## src/rtl/hwpe_cfg_target_if.sv

```systemverilog
// hwpe_cfg_target_if: config bus between a requester and the target.
// Grant is same-cycle; the response follows one cycle later.
interface hwpe_cfg_target_if #(
    parameter int ID_WIDTH = 8
);
    logic                req_i;
    logic [31:0]         add_i;
    logic                wen_i;
    logic [3:0]          be_i;
    logic [31:0]         data_i;
    logic [ID_WIDTH-1:0] id_i;
    logic                gnt_o;
    logic [31:0]         r_data_o;
    logic                r_valid_o;
    logic [ID_WIDTH-1:0] r_id_o;

    modport master (
        output req_i,
        output add_i,
        output wen_i,
        output be_i,
        output data_i,
        output id_i,
        input  gnt_o,
        input  r_data_o,
        input  r_valid_o,
        input  r_id_o
    );

    modport slave (
        input  req_i,
        input  add_i,
        input  wen_i,
        input  be_i,
        input  data_i,
        input  id_i,
        output gnt_o,
        output r_data_o,
        output r_valid_o,
        output r_id_o
    );
endinterface

```

## src/rtl/hwpe_cfg_target.sv

```systemverilog
// hwpe_cfg_target: job acquire/trigger/finish register target for an HWPE.
// Bus accesses are always granted; responses are registered one cycle later.
module hwpe_cfg_target #(
    parameter int N_CORES  = 8,
    parameter int ID_WIDTH = 8,
    parameter int N_REGS   = 16
) (
    input  logic                     clk,
    input  logic                     rst_n,
    hwpe_cfg_target_if.slave         bus,
    output logic [N_REGS-1:0][31:0]  job_regs_o,
    output logic                     job_start_o,
    input  logic                     done_i,
    output logic                     busy_o,
    output logic [N_CORES-1:0][1:0]  evt_o
);

    typedef enum logic [1:0] {
        IDLE,
        ACQUIRED,
        RUNNING
    } state_e;

    localparam logic [5:0] OFF_TRIGGER  = 6'h00;
    localparam logic [5:0] OFF_ACQUIRE  = 6'h01;
    localparam logic [5:0] OFF_FINISHED = 6'h02;
    localparam logic [5:0] OFF_STATUS   = 6'h03;
    localparam logic [5:0] OFF_RUN_ID   = 6'h04;
    localparam logic [5:0] OFF_SOFT_CLR = 6'h05;

    state_e                    state_q;
    state_e                    state_d;

    logic [7:0]                job_cnt_q;
    logic [7:0]                run_id_q;
    logic [31:0]               finished_q;
    logic [N_REGS-1:0][31:0]   regs_q;

    logic                      rvalid_q;
    logic [31:0]               rdata_q;
    logic [ID_WIDTH-1:0]       rid_q;
    logic                      job_start_q;
    logic                      evt_q;

    logic [5:0]                off;
    logic [3:0]                job_idx;
    logic                      rd;
    logic                      wr;

    logic                      hit_trig;
    logic                      hit_acq;
    logic                      hit_fin;
    logic                      hit_stat;
    logic                      hit_rid;
    logic                      hit_clr;
    logic                      hit_job;

    logic                      st_idle;
    logic                      st_acq;
    logic                      st_run;

    logic                      acq_fire;
    logic                      trig_fire;
    logic                      clr_fire;
    logic                      done_fire;
    logic                      job_wr;

    logic [31:0]               job_rd;
    logic [31:0]               rd_data;
    logic                      unused_add;

    // Only the word offset inside the 256-byte window is decoded.
    assign off        = bus.add_i[7:2];
    assign job_idx    = off[3:0];
    assign unused_add = ^{bus.add_i[31:8], bus.add_i[1:0]};

    assign rd = bus.req_i & bus.wen_i;
    assign wr = bus.req_i & ~bus.wen_i;

    assign hit_trig = (off == OFF_TRIGGER);
    assign hit_acq  = (off == OFF_ACQUIRE);
    assign hit_fin  = (off == OFF_FINISHED);
    assign hit_stat = (off == OFF_STATUS);
    assign hit_rid  = (off == OFF_RUN_ID);
    assign hit_clr  = (off == OFF_SOFT_CLR);
    assign hit_job  = (off[5:4] == 2'b01)
                    && (int'(job_idx) < N_REGS);

    // Qualified events; soft clear overrides a coincident done.
    assign acq_fire  = rd & hit_acq & st_idle;
    assign trig_fire = wr & hit_trig & st_acq;
    assign clr_fire  = wr & hit_clr;
    assign done_fire = done_i & st_run & ~clr_fire;
    assign job_wr    = wr & hit_job & st_acq;

    // State register.
    always_ff @(posedge clk or negedge rst_n) begin
        if (!rst_n) begin
            state_q <= IDLE;
        end else begin
            state_q <= state_d;
        end
    end

    // Next-state logic; soft clear wins from any state.
    always_comb begin
        state_d = state_q;
        if (clr_fire) begin
            state_d = IDLE;
        end else begin
            unique case (state_q)
                IDLE: begin
                    if (acq_fire) state_d = ACQUIRED;
                end
                ACQUIRED: begin
                    if (trig_fire) state_d = RUNNING;
                end
                RUNNING: begin
                    if (done_fire) state_d = IDLE;
                end
                default: state_d = IDLE;
            endcase
        end
    end

    // State-derived outputs and qualifiers.
    always_comb begin
        st_idle = 1'b0;
        st_acq  = 1'b0;
        st_run  = 1'b0;
        unique case (state_q)
            IDLE:     st_idle = 1'b1;
            ACQUIRED: st_acq  = 1'b1;
            RUNNING:  st_run  = 1'b1;
            default:  st_idle = 1'b1;
        endcase
    end

    assign busy_o = st_run;

    // Select the addressed job register for reads.
    always_comb begin
        job_rd = '0;
        for (int i = 0; i < N_REGS; i++) begin
            if (job_idx == 4'(i)) job_rd = regs_q[i];
        end
    end

    // Read mux, evaluated on pre-update state.
    always_comb begin
        rd_data = '0;
        unique case (1'b1)
            hit_acq:  rd_data = st_idle ? {24'b0, job_cnt_q}
                                        : 32'hFFFF_FFFF;
            hit_fin:  rd_data = finished_q;
            hit_stat: rd_data = {31'b0, st_run};
            hit_rid:  rd_data = {24'b0, run_id_q};
            hit_job:  rd_data = job_rd;
            default:  rd_data = '0;
        endcase
    end

    // Job registers: byte-enabled writes only while acquired.
    always_ff @(posedge clk or negedge rst_n) begin
        if (!rst_n) begin
            regs_q <= '0;
        end else if (clr_fire) begin
            regs_q <= '0;
        end else if (job_wr) begin
            for (int i = 0; i < N_REGS; i++) begin
                for (int b = 0; b < 4; b++) begin
                    if (job_idx == 4'(i) && bus.be_i[b]) begin
                        regs_q[i][8*b +: 8] <= bus.data_i[8*b +: 8];
                    end
                end
            end
        end
    end

    // Job ID counter and the ID latched for the running job.
    always_ff @(posedge clk or negedge rst_n) begin
        if (!rst_n) begin
            job_cnt_q <= '0;
            run_id_q  <= '0;
        end else if (clr_fire) begin
            job_cnt_q <= '0;
            run_id_q  <= '0;
        end else if (acq_fire) begin
            job_cnt_q <= job_cnt_q + 8'd1;
            run_id_q  <= job_cnt_q;
        end
    end

    // Finished-job counter.
    always_ff @(posedge clk or negedge rst_n) begin
        if (!rst_n) begin
            finished_q <= '0;
        end else if (clr_fire) begin
            finished_q <= '0;
        end else if (done_fire) begin
            finished_q <= finished_q + 32'd1;
        end
    end

    // Engine start pulse and completion event pulse.
    always_ff @(posedge clk or negedge rst_n) begin
        if (!rst_n) begin
            job_start_q <= 1'b0;
            evt_q       <= 1'b0;
        end else begin
            job_start_q <= trig_fire & ~clr_fire;
            evt_q       <= done_fire;
        end
    end

    // Bus response, one cycle after the grant.
    always_ff @(posedge clk or negedge rst_n) begin
        if (!rst_n) begin
            rvalid_q <= 1'b0;
            rdata_q  <= '0;
            rid_q    <= '0;
        end else begin
            rvalid_q <= bus.req_i;
            rdata_q  <= rd ? rd_data : '0;
            rid_q    <= bus.req_i ? bus.id_i : '0;
        end
    end

    // Broadcast the completion event; the second event line is unused.
    always_comb begin
        evt_o = '0;
        for (int c = 0; c < N_CORES; c++) begin
            evt_o[c] = {1'b0, evt_q};
        end
    end

    assign bus.gnt_o     = bus.req_i;
    assign bus.r_valid_o = rvalid_q;
    assign bus.r_data_o  = rdata_q;
    assign bus.r_id_o    = rid_q;
    assign job_regs_o    = regs_q;
    assign job_start_o   = job_start_q;

endmodule

```

## src/flat_wrapper.sv

```systemverilog
// flat-port wrapper written by rule: the top's interface ports become plain ports
module hwpe_cfg_target_flat 
#(
    parameter int N_CORES  = 8,
    parameter int ID_WIDTH = 8,
    parameter int N_REGS   = 16
)
  (clk, rst_n, job_regs_o, job_start_o, done_i, busy_o, evt_o, bus_req_i, bus_add_i, bus_wen_i, bus_be_i, bus_data_i, bus_id_i, bus_gnt_o, bus_r_data_o, bus_r_valid_o, bus_r_id_o);
  hwpe_cfg_target_if #(.ID_WIDTH(ID_WIDTH)) bus_i ();
  input  logic clk;
  input  logic rst_n;
  output logic [N_REGS-1:0][31:0] job_regs_o;
  output logic job_start_o;
  input  logic done_i;
  output logic busy_o;
  output logic [N_CORES-1:0][1:0] evt_o;
  input wire logic [$bits(bus_i.req_i)-1:0] bus_req_i;
  input wire logic [$bits(bus_i.add_i)-1:0] bus_add_i;
  input wire logic [$bits(bus_i.wen_i)-1:0] bus_wen_i;
  input wire logic [$bits(bus_i.be_i)-1:0] bus_be_i;
  input wire logic [$bits(bus_i.data_i)-1:0] bus_data_i;
  input wire logic [$bits(bus_i.id_i)-1:0] bus_id_i;
  output wire logic [$bits(bus_i.gnt_o)-1:0] bus_gnt_o;
  output wire logic [$bits(bus_i.r_data_o)-1:0] bus_r_data_o;
  output wire logic [$bits(bus_i.r_valid_o)-1:0] bus_r_valid_o;
  output wire logic [$bits(bus_i.r_id_o)-1:0] bus_r_id_o;
  assign bus_i.req_i = bus_req_i;
  assign bus_i.add_i = bus_add_i;
  assign bus_i.wen_i = bus_wen_i;
  assign bus_i.be_i = bus_be_i;
  assign bus_i.data_i = bus_data_i;
  assign bus_i.id_i = bus_id_i;
  assign bus_gnt_o = bus_i.gnt_o;
  assign bus_r_data_o = bus_i.r_data_o;
  assign bus_r_valid_o = bus_i.r_valid_o;
  assign bus_r_id_o = bus_i.r_id_o;
  hwpe_cfg_target #(.N_CORES(N_CORES), .ID_WIDTH(ID_WIDTH), .N_REGS(N_REGS)) u_core (.clk(clk), .rst_n(rst_n), .bus(bus_i), .job_regs_o(job_regs_o), .job_start_o(job_start_o), .done_i(done_i), .busy_o(busy_o), .evt_o(evt_o));
endmodule
```

## config.mk

```make
export PLATFORM = sky130hd
export DESIGN_NAME = hwpe_cfg_target_flat
export DESIGN_NICKNAME = d
export VERILOG_FILES = /design/src/rtl/hwpe_cfg_target_if.sv /design/src/rtl/hwpe_cfg_target.sv /design/src/flat_wrapper.sv
export SDC_FILE = /design/constraint.sdc
export NUM_CORES = 1
export LEC_CHECK = 0
export BUFFER_PORTS_ARGS = -buffer_cell sky130_fd_sc_hd__buf_2
export CELL_PAD_IN_SITES_DETAIL_PLACEMENT = 1
export CELL_PAD_IN_SITES_GLOBAL_PLACEMENT = 2
export CORE_MARGIN = 2
export CORE_UTILIZATION = 34
export DETAILED_ROUTE_END_ITERATION = 7
export PLACE_DENSITY_LB_ADDON = 0.25
export SLEW_MARGIN = 20
export SYNTH_ARGS = -nofsm -noshare
export SYNTH_HDL_FRONTEND = slang
export SYNTH_SLANG_ARGS = --single-unit
```

## constraint.sdc

```tcl
create_clock -name clk -period 3.38 [get_ports clk]
set_input_delay 0.338 -clock clk [delete_from_list [all_inputs] [get_ports clk]]
set_output_delay 0.338 -clock clk [all_outputs]
set_load 0.03 [all_outputs]
```

==> summary.md, run 1 <==
| Metric | Value |
|---|---|
| Iter 0 DRT Violations | `roughly 3,400` |
| Clock transition at path regs | `~0.060 ns` |
| # nets final | `4,037` |
| Async SR Flop Fraction | `1.00` |
| Post-CTS sizing | `0` |
| Setup violators final | `0` |
| RSZ-0062 raised after global routing | `false` |
| Flop2flop setup slack | `0.52 ns` |
| Crit start category | `flop` |
| Seq/Total Area, Yosys | `0.496` |
| Crit path capture type | `flop` |
| CTS Buffer Depth | `3` |
| Multiplexer share of the synthesized area | `0.0678` |
| Worst path slowest cell | `and2_4` |
| Layout Cells excl Fill | `between 5,000 and 6,000` |
| Largest family of logic cells by synthesized area | `simple AND/OR/NAND/NOR gates` |
| Core Box Area | `approximately 89,000 sq um` |
| Outcome | `completed` |
| Post-Synth XOR/XNOR Area | `0.00975` |
| Vias in the first global route | `30,726` |
| Die extent in y | `304 um` |
| Sink Count | `approximately 600` |
| Initial antenna violation count | `11` |
| M3 GR Usage | `0.0728` |
| Post-route clock period utilization | `0.846` |
| Simple-Gate Fraction of Synth Area | `0.205` |
| Number of remaining DRC errors | `0` |
| Fin. Hold Viols | `0` |
| All-Layer GR Usage | `0.343` |
| Num CTS Buffers | `75` |
| Worst-Skew Late Latency | `roughly 0.63 ns` |
| Kind of critical path | `flop to flop` |
| Post-Syn Area | `between 30,000 and 40,000 sq um` |
| Most frequent cell after synthesis | `dfrtp_1` |
| Sw Share | `0.274` |
| Die area | `between 90,000 and 100,000 sq um` |
| Critical Path RT | `about 3.9 ns` |
| DR pass1 iterations | `7` |
| Worst hold endpoint | `u_core.bus.r_valid_o$_DFF_PN0_` |
| Adder-cell share of the synthesized area | `0.00205` |
| Fin Setup TNS | `0 ns` |
| Synth area leaders | `dfrtp_1, a21oi_1, nand3_1, nand2_1, mux2i_1` |
| I/O Buffers | `618` |
| Largest net degree at the start of global routing | `94` |
| Share of layout cells above drive strength 1 | `0.253` |
| Cell variety after synth | `77` |
| Die Span X | `~300 um` |
| Synth Instances | `roughly 3,400` |
| CTS H-Tree Depth | `3` |
| Start point of the worst hold path | `bus_req_i` |
| Slew margin rel. | `0.462` |
| Synth top cells by count | `dfrtp_1, nand2_1, a21oi_1` |
| Layout area overhead | `23.5%` |
| Post-synth EDFFs | `0` |
| FF-to-FF Start | `u_core.state_q[1]$_DFFE_PN0P_` |
| ANT nets after route | `0` |
| Ys flop type | `dfrtp_1` |
| PwrDens | `between 400 and 500 nW/um^2` |
| Data arrival time of the critical path | `3.33 ns` |
| Max Cap Violations | `0` |
| Synth top area share | `0.496` |
| Hold Crit Depth | `2` |
| Cell count of the worst reg-to-reg path | `7` |
| Max Slew Vio Count | `0` |
| Critical Path, Cell by Cell | `inv_1, ha_1, and3_1, and2_4, nand3_2, mux2i_1, nor2_1` |
| M1 GR Usage | `0.480` |
| Initial Util | `0.345` |
| Clock power share | `0.475` |
| RR Endpoint | `u_core.job_regs_o[343]$_DFFE_PN0P_` |
| RD Place Congestion | `roughly 0.9` |
| WL/cell | `~31 um` |
| Busiest layer in global routing | `met2` |
| Combinational Power Share | `0.097` |
| DRT Wirelength | `~160 mm` |
| CTS tree | `done` |
| Cells after DPL | `5,030` |
| Rows | `~110` |
| Syn_area_per_cell | `a little under 9 sq um` |
| Fmax | `roughly 0.35 GHz` |
| Compound-Gate Fraction of Synth Area | `0.162` |
| P_int | `12.6 mW` |
| First-pass GRT wire length | `between 200 and 250 mm` |
| Worst-path maximum fanout | `45` |
| Actual slew at the worst max-slew pin | `about 0.8 ns` |
| Yosys top cell by area | `dfrtp_1` |
| Root Driver | `clkbuf_16` |
| Maximum VDD drop | `between 0.0002 and 0.0003 V` |
| HP Class | `primary input to flop` |
| Clock Skew | `0.0277 ns` |
| GR Util met2 | `0.523` |
| Yosys reg bits | `between 600 and 700` |
| Grt ovf | `0` |
| Yosys warning count | `0` |
| HPWL after detailed placement | `roughly 120 mm` |
| Sw Pwr | `4.75 mW` |
| Crit-path max cell delay | `around 0.63 ns` |
| Average vias per placed instance | `roughly 6.0` |
| Post-route minimum period | `roughly 2.9 ns` |
| Vias | `just over 30,000` |
| P_leak | `18.6 nW` |
| Flop pwr share | `0.427` |
| # IOs | `~650` |
==> layer usage <==
layer	wire [um]	share of wire	vias up
met3	13300	0.082	270
met5	31	0.00019	-
met4	6270	0.039	6
li1	-	-	13098
met1	70100	0.43	16200
met2	73000	0.45	1478
==> cell type report <==
type / instances / area [sq um]
fillers: 10443 / 50900
diodes: 5 / 12.5
flip-flops and latches: 605 / 15100
clock inverters: 21 / 216
multi-input cells: 2454 / 13800
well taps: 1165 / 1460
clock buffers: 112 / 2230
inverters: 10 / 37.5
repair buffers: 805 / 4860
==> worst max-delay path, delay by kind of cell, from the launching register on <==
kind          cells  cell delay (ns)
fa+ha+maj         1             0.23
buf+inv           1             0.09
mux               1             0.31
simple gates      4             1.66
flops             1             0.39
==> worst max-delay path by stage <==
stage	slack, ns	endpoint	cells past startpoint	from
after floorplan	1.02	u_core.finished_q[31]$_DFFE_PN0P_	8	u_core.state_q[0]$_DFFE_PN0P_
after global routing	0.43	u_core.job_regs_o[343]$_DFFE_PN0P_	7	u_core.state_q[1]$_DFFE_PN0P_
after global placement	0.52	u_core.bus.r_data_o[12]$_DFF_PN0_	9	bus_add_i[2]
final	0.52	u_core.job_regs_o[343]$_DFFE_PN0P_	7	u_core.state_q[1]$_DFFE_PN0P_
after CTS	0.56	u_core.job_regs_o[343]$_DFFE_PN0P_	7	u_core.state_q[1]$_DFFE_PN0P_
after detailed placement	0.51	u_core.job_regs_o[343]$_DFFE_PN0P_	8	bus_req_i
==> state kept, by name (all words and copies together), names as in the netlist <==
signal                count
u_core.bus.r_data_o      32
u_core.bus.r_id_o         8
u_core.bus.r_valid_o      1
u_core.evt_q              1
u_core.finished_q        32
u_core.job_cnt_q          8
u_core.job_regs_o       512
u_core.job_start_o        1
u_core.run_id_q           8
u_core.state_q            2
==> layout by cell type, fill, tap and decap left out, types with 7 or more instances in the layout <==
cell type and count:
clkbuf_8 21, and2_1 13, nand2_1 584, a22oi_1 31, clkbuf_16 75, a221oi_1 33, conb_1 8, and3_1 15
clkbuf_1 16, o221ai_1 13, o22ai_1 27, buf_4 154, a221o_1 9, inv_1 8, nand2b_1 9, buf_12 25
a21oi_1 524, buf_2 614, or3_1 10, a31o_2 8, a211oi_1 11, nor2_1 209, a31oi_1 7, o21ai_0 102
xnor2_1 10, nand4_1 15, xor2_1 24, nand3_2 12, dlygate4sd3_1 9, nand3_1 455, clkinv_2 14, dfrtp_1 605
mux2i_1 128, nor3_1 12, nor2b_1 7, mux2_2 12, nor2_4 8, mux4_2 29
==> what timing repair did <==
item                      4_1_cts  5_1_grt
hold buffers                    9        0
setup buffers                   0        0
hold endpoints to repair       70        0
==> kinds of logic after synthesis <==
family / Yosys count
AOI/OAI and AO/OA: 849
xor gates and xnor gates: 34
adders and majority gates: 5
buffers and inverters: 369
DFF: 605
muxes: 169
other: 1
and+or+nand+nor: 1389
==> power groups by stage <==
stage | Combinational [mW] | Sequential (mW) | Clock, mW
global route | 1.77 | 7.41 | 8.61
global placement | 1.65 | 7.53 | 0
detailed placement | 1.66 | 7.53 | 0
floorplan | 0.749 | 7.61 | 0
CTS | 1.67 | 7.40 | 8.34
finish | 1.69 | 7.41 | 8.25
==> through the flow <==
stage	worst slack (ns)	hold WS (ns)	area, sq um	total power [mW]	util
after CTS	0.555	0.0934	37700	17.4	0.425
after global placement	0.517	0.418	35200	9.18	0.397
after floorplan	1.02	0.0424	30600	8.35	-
after global routing	0.430	0.123	37700	17.8	0.426
after detailed placement	0.505	0.415	35200	9.19	0.397
final	0.522	0.141	37700	17.3	0.426
Note: power is estimated with default switching activity, not from simulation.
==> run 2, diff against run 1 <==
--- a/config.mk
+++ b/config.mk
@@ -9,7 +9,7 @@
 export CELL_PAD_IN_SITES_DETAIL_PLACEMENT = 1
 export CELL_PAD_IN_SITES_GLOBAL_PLACEMENT = 2
 export CORE_MARGIN = 2
-export CORE_UTILIZATION = 34
+export CORE_UTILIZATION = 30
 export DETAILED_ROUTE_END_ITERATION = 7
 export PLACE_DENSITY_LB_ADDON = 0.25
 export SLEW_MARGIN = 20
==> constraint.sdc (replaced) <==
create_clock -name clk -period 2.3 [get_ports clk]
set_input_delay 0.23 -clock clk [delete_from_list [all_inputs] [get_ports clk]]
set_output_delay 0.23 -clock clk [all_outputs]
set_load 0.03 [all_outputs]
==> run 2 against run 1 <==
Net effect: the run now ends with negative setup slack left; clock skew grew 0.011 ns; die area grew 13%; critical endpoint is now u_core.job_regs_o[363]$_DFFE_PN0P_; critical path depth grew 3; utilization shrank 2.8 points.
==> summary.md, run 2 (synthesis gave the netlist of run 1 again) <==
| Metric | Value |
|---|---|
| Final setup margin | `-0.000606 ns (-0.523 ns)` |
| HPWL after detailed placement | `129 mm (+8.8%)` |
| Rows | `117 (+7.3%)` |
| Worst-path maximum fanout | `35 (-22%)` |
| # IOs | `653 (unchanged)` |
| Worst Setup SP | `bus_req_i` |
| Area after DPL | `37,600 sq um (+7.0%)` |
| Post-route clock period utilization | `1.00` |
| Die extent in y | `323 um (+6.4%)` |
| Combinational Power Share | `0.108 (+0.011)` |
| Flop pwr share | `0.419 (-0.008)` |
| Die area | `104,000 sq um (+13%)` |
| Clock power share | `0.473 (-0.002)` |
| RD Place Congestion | `0.914 (+1.3%)` |
| Largest net degree at the start of global routing | `88 (-6.4%)` |
| Core Box Area | `101,000 sq um (+14%)` |
| Clock transition at path regs | `0.06 ns (about the same)` |
| Data arrival time of the critical path | `2.85 ns (-0.48 ns)` |
| I/O Buffers | `618 (unchanged)` |
| Slew margin rel. | `0.383 (-0.0780)` |
| Fmax | `between 0.4 and 0.5 GHz` |
| Sink Count | `605 (unchanged)` |
| Post-route minimum period | `about 2.3 ns` |
| Max Cap Violations | `0 (unchanged)` |
| Sw Share | `0.277 (+0.00333)` |
| Average vias per placed instance | `5.65 (-5.8%)` |
| Layout area overhead | `31.9%` |
| Most frequent cells in the layout | `buf_2, dfrtp_1, nand2_1, a21oi_1, nand3_1` |
| Vias in the first global route | `31,801 (+3.5%)` |
| Actual slew at the worst max-slew pin | `0.902 ns (+0.104 ns)` |
| Max Slew Vio Count | `0 (unchanged)` |
| HP Class | `primary input to async pin` |
| Clock Skew | `0.0391 ns (+0.0115 ns)` |
| RSZ-0062 raised after global routing | `true` |
| All-Layer GR Usage | `0.321 (-0.0223)` |
| Filler Cells Inserted | `11,845 (+13%)` |
| Final total power | `26.0 mW (+50%)` |
| Fin. Hold Viols | `0 (unchanged)` |
| P_int | `18.8 mW (+49%)` |
| Grt ovf | `0 (unchanged)` |
| Failing checks | `negative setup slack` |
| Post-route cell area | `40,300 sq um (+6.8%)` |
| Outcome | `finished, violations left` |
| P_leak | `19.8 nW (+6.7%)` |
| CTS H-Tree Depth | `3 (unchanged)` |
| WL/cell | `30.5 um (-2.8%)` |
| Sw Pwr | `7.22 mW (+52%)` |
| Final hold slack | `0.0550 ns (-0.0863 ns)` |
| Setup violators final | `1 (+1)` |
| Root Driver | `clkbuf_16` |
| Iter 0 DRT Violations | `2,949 (-13%)` |
| Die Span X | `323 um (+6.4%)` |
| Kind of critical path | `primary input to flop` |
| Initial antenna violation count | `12 (+1)` |
| Share of layout cells above drive strength 1 | `0.293 (+0.0403)` |
| Commonest non-fill, non-tap cell in the layout | `buf_2` |
| DRT Wirelength | `171 mm (+5.1%)` |
| CTS Buffer Depth | `3 (unchanged)` |
| First-pass GRT wire length | `242 mm (+3.7%)` |
| Layout Utilization | `0.397 (-0.0283)` |
| Number of remaining DRC errors | `0 (unchanged)` |
| Crit path capture type | `flop` |
| Crit start category | `primary input` |
| Critical Path RT | `2.85 ns (-1.00 ns)` |
| Vias | `31,648 (+1.9%)` |
| FF-to-FF Start | `u_core.state_q[1]$_DFFE_PN0P_` |
| DR pass1 iterations | `5 (-2)` |
| # nets final | `4,261 (+5.5%)` |
| Max reg flops | `512 (unchanged)` |
| PwrDens | `646 nW/um^2 (+41%)` |
| ANT nets after route | `0 (unchanged)` |
| Sequential Area | `15,100 sq um (unchanged)` |
| Worst-Skew Late Latency | `0.68 ns (+0.05 ns)` |
| Maximum VDD drop | `0.000416 V (+39%)` |
| CTS tree | `done` |
| Area of the multi-input gates | `13,800 sq um (+0.48%)` |
| Num CTS Buffers | `77 (+2.7%)` |
| Initial Util | `0.301 (-0.0435)` |
## run 2: per-layer routing
metal / vias up / share of wire / GRT usage
met1: 16524 / 0.43 / 0.442
met2: 1305 / 0.45 / 0.493
met5: - / 0.00050 / 0
met4: 12 / 0.036 / 0.108
met3: 254 / 0.081 / 0.0761
li1: 13553 / - / -
## run 2: critical path, cell delays in order
cell and delay, ns:
dlygate4sd3_1 0.53, buf_2 0.11, nor2b_1 0.42, and3_1 0.32, buf_4 0.16, and2_4 0.23
buf_12 0.23, nand2_1 0.32, nand2_1 0.19, a21oi_1 0.09
## run 2: area by class of cell
| class | instances | share of cell area |
|---|---|---|
| diodes | 2 | 0.000124 |
| clock buffers | 116 | 0.0567 |
| clock inverters | 18 | 0.00491 |
| inverters | 10 | 0.000931 |
| multi-input cells | 2454 | 0.343 |
| flip-flops and latches | 605 | 0.376 |
| well taps | 1368 | 0.0425 |
| repair buffers | 1027 | 0.176 |
## run 2: final timing paths
| kind | slack (ns) | cells past startpoint | end |
|---|---|---|---|
| setup / recovery | -0.0006 | 10 | u_core.job_regs_o[363]$_DFFE_PN0P_ |
| hold / removal | 0.06 | 2 | u_core.bus.r_data_o[27]$_DFF_PN0_ |
| setup reg to reg | 0.04 | 10 | u_core.job_regs_o[363]$_DFFE_PN0P_ |
| hold reg to reg | 0.54 | 2 | u_core.run_id_q[2]$_DFFE_PN0P_ |
| max in group asynchronous | 1.33 | 3 | u_core.job_regs_o[72]$_DFFE_PN0P_ |
| min in group clk | 0.06 | 3 | u_core.job_regs_o[407]$_DFFE_PN0P_ |
## run 2: through the flow
stage	setup slack [ns]	cells	setup TNS [ns]
final	-0.000606	5600	-0.000606
after global routing	-0.0510	5600	-0.311
after CTS	0.0249	5596	0
after detailed placement	-0.403	5451	-6.32
after global placement	-0.318	5451	-3.72
after floorplan	0.0630	3428	0
## run 2: power groups by stage
stage	Clock (mW)	Sequential, mW	Combinational [mW]
after floorplan	0	11.2	1.10
after global placement	0	11.1	2.72
after detailed placement	0	11.1	2.74
after CTS	12.5	10.9	2.77
after global routing	12.8	10.9	2.96
final	12.3	10.9	2.82
## run 2: repair_timing
action	CTS	global route
hold endpoints to repair	361	0
pin swaps	0	3
gates cloned	0	0
endpoints found under the setup margin	1	47
hold buffers	11	0
setup buffers	0	2
resized for setup	1	13
